**src/rtl/noc_pkg.sv**
```systemverilog
// Shared NoC flit definitions: flit type encoding, default widths, packet FSM
// states and header field extraction helpers.
package noc_pkg;

  localparam int FLIT_W_DEF = 34;
  localparam int DEST_W_DEF = 4;

  typedef enum logic [1:0] {
    BODY      = 2'b00,
    TAIL      = 2'b01,
    HEAD      = 2'b10,
    HEAD_TAIL = 2'b11
  } flit_type_t;

  typedef enum logic [1:0] {
    S_IDLE   = 2'd0,
    S_REQ    = 2'd1,
    S_ACTIVE = 2'd2
  } pkt_state_t;

  // Type sits in the two MSBs, destination directly below it.
  function automatic flit_type_t get_type(input logic [FLIT_W_DEF-1:0] flit);
    return flit_type_t'(flit[FLIT_W_DEF-1 -: 2]);
  endfunction

  function automatic logic [DEST_W_DEF-1:0] get_dest(input logic [FLIT_W_DEF-1:0] flit);
    return flit[FLIT_W_DEF-3 -: DEST_W_DEF];
  endfunction

endpackage

```
**src/rtl/input_buffer_if.sv**
```systemverilog
// Link, switch-allocation and crossbar signals of one router input port.
interface input_buffer_if
  import noc_pkg::*;
#(
  parameter int FLIT_W = FLIT_W_DEF,
  parameter int DEST_W = DEST_W_DEF
);

  logic [FLIT_W-1:0] flit_i;
  logic              flit_valid_i;
  logic              credit_o;
  logic              req_o;
  logic [DEST_W-1:0] dest_o;
  logic              gnt_i;
  logic [FLIT_W-1:0] flit_o;
  logic              out_valid_o;
  logic              read_i;
  logic              err_o;

  modport slave (
    input  flit_i, flit_valid_i, gnt_i, read_i,
    output credit_o, req_o, dest_o, flit_o, out_valid_o, err_o
  );

  modport master (
    output flit_i, flit_valid_i, gnt_i, read_i,
    input  credit_o, req_o, dest_o, flit_o, out_valid_o, err_o
  );

endinterface

```
**src/rtl/flit_fifo.sv**
```systemverilog
// Synchronous flit FIFO; a push into a full FIFO is accepted only when a pop
// happens in the same cycle, otherwise it is dropped and flagged.
module flit_fifo #(
  parameter int W     = 34,
  parameter int DEPTH = 4
) (
  input  logic         clk,
  input  logic         rst,
  input  logic         push,
  input  logic         pop,
  input  logic [W-1:0] data,
  output logic [W-1:0] front,
  output logic         full,
  output logic         empty,
  output logic         overflow
);

  localparam int PTR_W = (DEPTH > 1) ? $clog2(DEPTH) : 1;
  localparam int CNT_W = $clog2(DEPTH + 1);

  logic [W-1:0]     mem [DEPTH];
  logic [PTR_W-1:0] rd_ptr;
  logic [PTR_W-1:0] wr_ptr;
  logic [CNT_W-1:0] count;
  logic             do_push;
  logic             do_pop;

  function automatic logic [PTR_W-1:0] ptr_inc(input logic [PTR_W-1:0] p);
    return (p == PTR_W'(DEPTH - 1)) ? '0 : p + 1'b1;
  endfunction

  assign empty    = (count == '0);
  assign full     = (count == CNT_W'(DEPTH));
  assign do_pop   = pop && !empty;
  assign do_push  = push && (!full || do_pop);
  assign overflow = push && full && !do_pop;
  assign front    = mem[rd_ptr];

  always_ff @(posedge clk) begin
    if (rst) begin
      rd_ptr <= '0;
      wr_ptr <= '0;
      count  <= '0;
    end else begin
      if (do_push) wr_ptr <= ptr_inc(wr_ptr);
      if (do_pop)  rd_ptr <= ptr_inc(rd_ptr);
      case ({do_push, do_pop})
        2'b10:   count <= count + 1'b1;
        2'b01:   count <= count - 1'b1;
        default: count <= count;
      endcase
    end
  end

  // Storage needs no reset: occupancy alone decides what is valid.
  always_ff @(posedge clk) begin
    if (do_push) mem[wr_ptr] <= data;
  end

endmodule

```
**src/rtl/input_buffer.sv**
```systemverilog
// NoC router input port: flit FIFO, per-packet route/grant/forward FSM,
// credit return to the upstream router and a sticky protocol-error flag.
module input_buffer
  import noc_pkg::*;
#(
  parameter int FLIT_W = FLIT_W_DEF,
  parameter int DEST_W = DEST_W_DEF,
  parameter int DEPTH  = 4
) (
  input logic            clk,
  input logic            rst,
  input_buffer_if.slave  bus
);

  pkt_state_t        state;
  pkt_state_t        state_nxt;
  logic [FLIT_W-1:0] fifo_front;
  logic              fifo_full;
  logic              fifo_empty;
  logic              fifo_overflow;
  flit_type_t        front_type;
  logic              pop;
  logic              req;
  logic              out_valid;
  logic              dest_load;
  logic              err_fsm;
  logic              in_body;
  logic [DEST_W-1:0] dest_q;
  logic              credit_q;
  logic              err_q;

  flit_fifo #(
    .W     (FLIT_W),
    .DEPTH (DEPTH)
  ) u_fifo (
    .clk      (clk),
    .rst      (rst),
    .push     (bus.flit_valid_i),
    .pop      (pop),
    .data     (bus.flit_i),
    .front    (fifo_front),
    .full     (fifo_full),
    .empty    (fifo_empty),
    .overflow (fifo_overflow)
  );

  assign front_type = get_type(fifo_front);

  always_comb begin
    state_nxt = state;
    pop       = 1'b0;
    req       = 1'b0;
    out_valid = 1'b0;
    dest_load = 1'b0;
    err_fsm   = 1'b0;
    case (state)
      S_IDLE: begin
        if (!fifo_empty) begin
          if (front_type == HEAD || front_type == HEAD_TAIL) begin
            dest_load = 1'b1;
            state_nxt = S_REQ;
          end else begin
            pop     = 1'b1;
            err_fsm = 1'b1;
          end
        end
      end
      S_REQ: begin
        req = 1'b1;
        if (bus.gnt_i) state_nxt = S_ACTIVE;
      end
      S_ACTIVE: begin
        out_valid = !fifo_empty;
        if (out_valid && bus.read_i) begin
          pop = 1'b1;
          if (front_type == TAIL || front_type == HEAD_TAIL) state_nxt = S_IDLE;
          // The packet's own head is the first pop; any later HEAD is foreign.
          if (front_type == HEAD && in_body) err_fsm = 1'b1;
        end
      end
      default: state_nxt = S_IDLE;
    endcase
  end

  always_ff @(posedge clk) begin
    if (rst) begin
      state    <= S_IDLE;
      dest_q   <= '0;
      credit_q <= 1'b0;
      err_q    <= 1'b0;
      in_body  <= 1'b0;
    end else begin
      state    <= state_nxt;
      credit_q <= pop;
      err_q    <= err_q | err_fsm | fifo_overflow;
      if (dest_load) dest_q <= get_dest(fifo_front);
      if (state != S_ACTIVE) in_body <= 1'b0;
      else if (pop)          in_body <= 1'b1;
    end
  end

  assign bus.credit_o    = credit_q;
  assign bus.req_o       = req;
  assign bus.dest_o      = dest_q;
  assign bus.flit_o      = fifo_front;
  assign bus.out_valid_o = out_valid;
  assign bus.err_o       = err_q;

endmodule

```
**src/flat_wrapper.sv**
```systemverilog
// flat-port wrapper written by rule: the top's interface ports become plain ports
module input_buffer_flat import noc_pkg::*;
#(
  parameter int FLIT_W = FLIT_W_DEF,
  parameter int DEST_W = DEST_W_DEF,
  parameter int DEPTH  = 4
)
  (clk, rst, bus_flit_i, bus_flit_valid_i, bus_gnt_i, bus_read_i, bus_credit_o, bus_req_o, bus_dest_o, bus_flit_o, bus_out_valid_o, bus_err_o);
  input_buffer_if #(.FLIT_W(FLIT_W), .DEST_W(DEST_W)) bus_i ();
  input logic clk;
  input logic rst;
  input wire logic [$bits(bus_i.flit_i)-1:0] bus_flit_i;
  input wire logic [$bits(bus_i.flit_valid_i)-1:0] bus_flit_valid_i;
  input wire logic [$bits(bus_i.gnt_i)-1:0] bus_gnt_i;
  input wire logic [$bits(bus_i.read_i)-1:0] bus_read_i;
  output wire logic [$bits(bus_i.credit_o)-1:0] bus_credit_o;
  output wire logic [$bits(bus_i.req_o)-1:0] bus_req_o;
  output wire logic [$bits(bus_i.dest_o)-1:0] bus_dest_o;
  output wire logic [$bits(bus_i.flit_o)-1:0] bus_flit_o;
  output wire logic [$bits(bus_i.out_valid_o)-1:0] bus_out_valid_o;
  output wire logic [$bits(bus_i.err_o)-1:0] bus_err_o;
  assign bus_i.flit_i = bus_flit_i;
  assign bus_i.flit_valid_i = bus_flit_valid_i;
  assign bus_i.gnt_i = bus_gnt_i;
  assign bus_i.read_i = bus_read_i;
  assign bus_credit_o = bus_i.credit_o;
  assign bus_req_o = bus_i.req_o;
  assign bus_dest_o = bus_i.dest_o;
  assign bus_flit_o = bus_i.flit_o;
  assign bus_out_valid_o = bus_i.out_valid_o;
  assign bus_err_o = bus_i.err_o;
  input_buffer #(.FLIT_W(FLIT_W), .DEST_W(DEST_W), .DEPTH(DEPTH)) u_core (.clk(clk), .rst(rst), .bus(bus_i));
endmodule
```
**config.mk**
```make
export PLATFORM = sky130hd
export DESIGN_NAME = input_buffer_flat
export DESIGN_NICKNAME = d
export VERILOG_FILES = /design/src/rtl/noc_pkg.sv /design/src/rtl/input_buffer_if.sv /design/src/rtl/flit_fifo.sv /design/src/rtl/input_buffer.sv /design/src/flat_wrapper.sv
export SDC_FILE = /design/constraint.sdc
export NUM_CORES = 1
export LEC_CHECK = 0
export ABC_AREA = 1
export CAP_MARGIN = 25
export CORE_UTILIZATION = 58
export CTS_CLUSTER_DIAMETER = 200
export DETAILED_ROUTE_END_ITERATION = 7
export PLACE_DENSITY = 0.84
export RECOVER_POWER = 50
export SETUP_SLACK_MARGIN = 0.5
export SYNTH_ARGS = -nofsm -noshare
export SYNTH_HDL_FRONTEND = slang
export SYNTH_SLANG_ARGS = --single-unit
```
**constraint.sdc**
```tcl
create_clock -name clk -period 4.31 [get_ports clk]
set_input_delay 0.862 -clock clk [delete_from_list [all_inputs] [get_ports clk]]
set_output_delay 0.862 -clock clk [all_outputs]
set_load 0.01 [all_outputs]
```
==> qor.log <==
INFO  outcome        outcome=finished clean
INFO  placement      count_of_input_and_output_buffers=80
INFO  clocking       clk_pin_slew_worst_paths=0.06ns
INFO  synthesis      postSynthCellCount=457
INFO  timing         period_minus_slack=3.54ns
INFO  die            dieWidth=103um
INFO  die            fp.dieArea=10700squm
INFO  clocking       ctsResizeCount=0
INFO  pwr            power_density=700nW/um^2
INFO  setup_path     timing.critical_path.required=3.45ns
INFO  route          antenna_left=0
INFO  synthesis      yosys.area.top_type_share=0.685
INFO  timing         slew_headroom=0.452
INFO  clocking       clk_root_buffer_cell=sky130_fd_sc_hd__clkbuf_8
INFO  timing         finalSetupTns=0ns
INFO  pwr            cellLeakagePower=2.70nW
INFO  setup_path     path_class=reg -> out
INFO  setup_path     reg2reg_end=u_core.u_fifo.mem[3][15]$_DFFE_PP_
INFO  hold_path      min-delay-path-class=reg -> reg
INFO  timing         final_hold_viol_count=0
INFO  synthesis      yosysSeqAreaShare=0.745
INFO  pwr            max-vdd-ir-drop=0.000395V
INFO  die            placeableCoreArea=9860squm
INFO  clocking       cts_buffers=17
INFO  die            top_level_ports=81
INFO  synthesis      synth_area_per_cell=13.1squm
INFO  finish         mostFrequentLayoutCell=sky130_fd_sc_hd__edfxtp_1
INFO  die            chipHeight=103um
INFO  global_route   grt_antenna_before_repair=1
INFO  finish         most-common-layout-cells=sky130_fd_sc_hd__edfxtp_1 (136), sky130_fd_sc_hd__nor2_1 (84), sky130_fd_sc_hd__o21ai_0 (64)
INFO  timing         clk_skew=0.00678ns
INFO  synthesis      most_area_hungry_cell_type_in_the_yosys_netlist=sky130_fd_sc_hd__edfxtp_1
INFO  finish         final_layout_size_suffix_gt1_frac=0.0984
INFO  clocking       clk_latency=0.52ns
INFO  clocking       tritoncts_num_sinks=154
INFO  setup_path     start_kind=flip-flop
INFO  route          vias=3987
INFO  finish         syn2layout_area_growth=25.9%
INFO  setup_path     critical_path_arrival=2.68ns
INFO  setup_path     worstPathMaxFanout=38
INFO  synthesis      postSynthNetCount=502
INFO  placement      finalWeightedCongestion=0.798
INFO  timing         tightest_slew=0.821ns
INFO  route          vias_per_cell=5.75
INFO  finish         final_nets=591
INFO  route          drt-initial-drc-count=333
INFO  setup_path     reg2reg_slack=0.82ns
INFO  synthesis      synth.area.top_cells=sky130_fd_sc_hd__edfxtp_1 (68%), sky130_fd_sc_hd__dfxtp_1 (6.0%), sky130_fd_sc_hd__nor2_1 (5.5%), sky130_fd_sc_hd__o21ai_0 (5.3%), sky130_fd_sc_hd__o22ai_1 (3.4%)
INFO  clocking       cts_htree_levels=4
INFO  global_route   grt_overflow_total=0
INFO  route          mean_routed_wirelength_per_cell=18.8um
INFO  die            initial_utilization=0.605
INFO  job            timing.max_cap.violations=0
INFO  timing         timing.final.crit_share=0.821
INFO  global_route   wire_length_of_the_first_global_routing_pass=20.0mm
INFO  timing         setup_viol_count_final=0
INFO  global_route   track_usage=0.262
INFO  finish         number_of_fill_cells_in_the_layout=556
INFO  route          drt_pass1_iterations=5
INFO  placement      dp.final_hpwl=7.60mm
INFO  timing         max_clock_freq=283MHz
INFO  global_route   grt_start_max_net_pins=69
INFO  setup_path     crit_end_element=output port
INFO  clocking       post_cts_hold_buffer_count=0
INFO  timing         rsz0062_at_grt=false
INFO  timing         finalMaxSlewViolations=0
INFO  synthesis      synth_seq_cells=154
INFO  route          drc=0
INFO  clocking       post-cts-setup-buffers=0
INFO  synthesis      synthDistinctLibCells=30
INFO  global_route   via_count_of_the_first_global_routing_pass=3987
INFO  pwr            power.total=5.26mW
INFO  hold_path      min-delay-start=u_core.bus.err_o$_SDFF_PP0_
INFO  synthesis      yosys_warnings=0
INFO  clocking       clockBufferDepth=2
INFO  clocking       tritoncts=yes
INFO  die            rows=36
INFO  setup_path     setup.worst_path.end=bus_flit_o[29]
INFO  setup_path     worst_r2r_path_depth=10
INFO  synthesis      syn-cell-area=5960squm
INFO  route          wl=13.1mm
## cells by family (layout without fill, tap and decap cells)
group,after synthesis,count (layout),synth area share
DFF,154,154,0.745
and+or+nand+nor,133,133,0.0994
AOI/OAI and AO/OA,115,115,0.107
buffers and inverters,49,151,0.0348
adders and majority gates,6,6,0.0138
other,0,1,0
## per-layer routing
layer | global-route usage | up-vias | part of all wire
met5 | 0 | - | 0
met4 | 0.104 | 0 | 0.020
met3 | 0.0659 | 26 | 0.057
met2 | 0.444 | 172 | 0.52
met1 | 0.325 | 1960 | 0.40
li1 | - | 1829 | -
## critical path, cell delays in order (launching register included)
cell and delay, ns:
sky130_fd_sc_hd__dfxtp_1 0.32, sky130_fd_sc_hd__inv_2 0.35, sky130_fd_sc_hd__buf_4 0.44, sky130_fd_sc_hd__o21ai_0 0.14, sky130_fd_sc_hd__o22ai_1 0.28, sky130_fd_sc_hd__clkdlybuf4s50_1 0.60
## area by class of cell
type / instances / area (sq um) / share of cell area
Sequential cell: 154 / 4440 / 0.592
Clock buffer: 18 / 418 / 0.0557
Inverter: 29 / 110 / 0.0147
Multi-Input combinational cell: 254 / 1300 / 0.173
Timing Repair Buffer: 90 / 876 / 0.117
Clock inverter: 14 / 194 / 0.0258
Tap cell: 133 / 166 / 0.0222
Antenna cell: 1 / 2.50 / 0.000333
## how the worst min path moves through the flow
stage / to / slack (ns) / depth (start not counted)
after global routing: u_core.bus.err_o$_SDFF_PP0_ / 0.49 / 2
final: u_core.bus.err_o$_SDFF_PP0_ / 0.46 / 2
after CTS: u_core.bus.err_o$_SDFF_PP0_ / 0.48 / 2
after detailed placement: u_core.bus.err_o$_SDFF_PP0_ / 0.46 / 2
after floorplan: u_core.in_body$_SDFFE_PP0N_ / 0.46 / 2
after global placement: u_core.bus.err_o$_SDFF_PP0_ / 0.45 / 2
## report_power, final
group          total, mW  internal [mW]  switching [mW]
Clock               1.53          0.944           0.589
Combinational       1.81          0.756            1.06
Sequential          1.91           1.83          0.0785
Total               5.26           3.53            1.72
## per-stage QoR
stage / cells / setup slack [ns] / hold WS (ns) / area [sq um] / utilization
floorplan: 457 / 1.19 / 0.464 / 5960 / -
global placement: 660 / 1.20 / 0.447 / 6940 / 0.704
detailed placement: 660 / 1.13 / 0.459 / 6940 / 0.704
CTS: 692 / 0.788 / 0.475 / 7550 / 0.766
global route: 693 / 0.563 / 0.489 / 7510 / 0.761
finish: 693 / 0.771 / 0.464 / 7510 / 0.761
## cell usage after synthesis, drive strengths merged
cell type / instances
nor2: 89
buf: 9
nor3: 4
a21oi: 9
edfxtp: 136
clkbuf: 11
clkinv: 1
nand2: 29
nand3: 9
fa: 1
dfxtp: 18
ha: 5
o211ai: 2
o211a: 1
o22ai: 32
and3: 1
o21ai: 71
nand4: 1
inv: 28
## flip-flops by register name (all words and copies together), names as in the netlist, named ones only
register / cells
u_core.in_body: 1
u_core.state: 2
u_core.u_fifo.mem: 136
u_core.bus.credit_o: 1
u_core.bus.dest_o: 4
u_core.u_fifo.wr_ptr: 2
u_core.bus.err_o: 1
u_core.u_fifo.rd_ptr: 2
u_core.u_fifo.count: 3
Note: power is estimated with default switching activity, not from simulation.
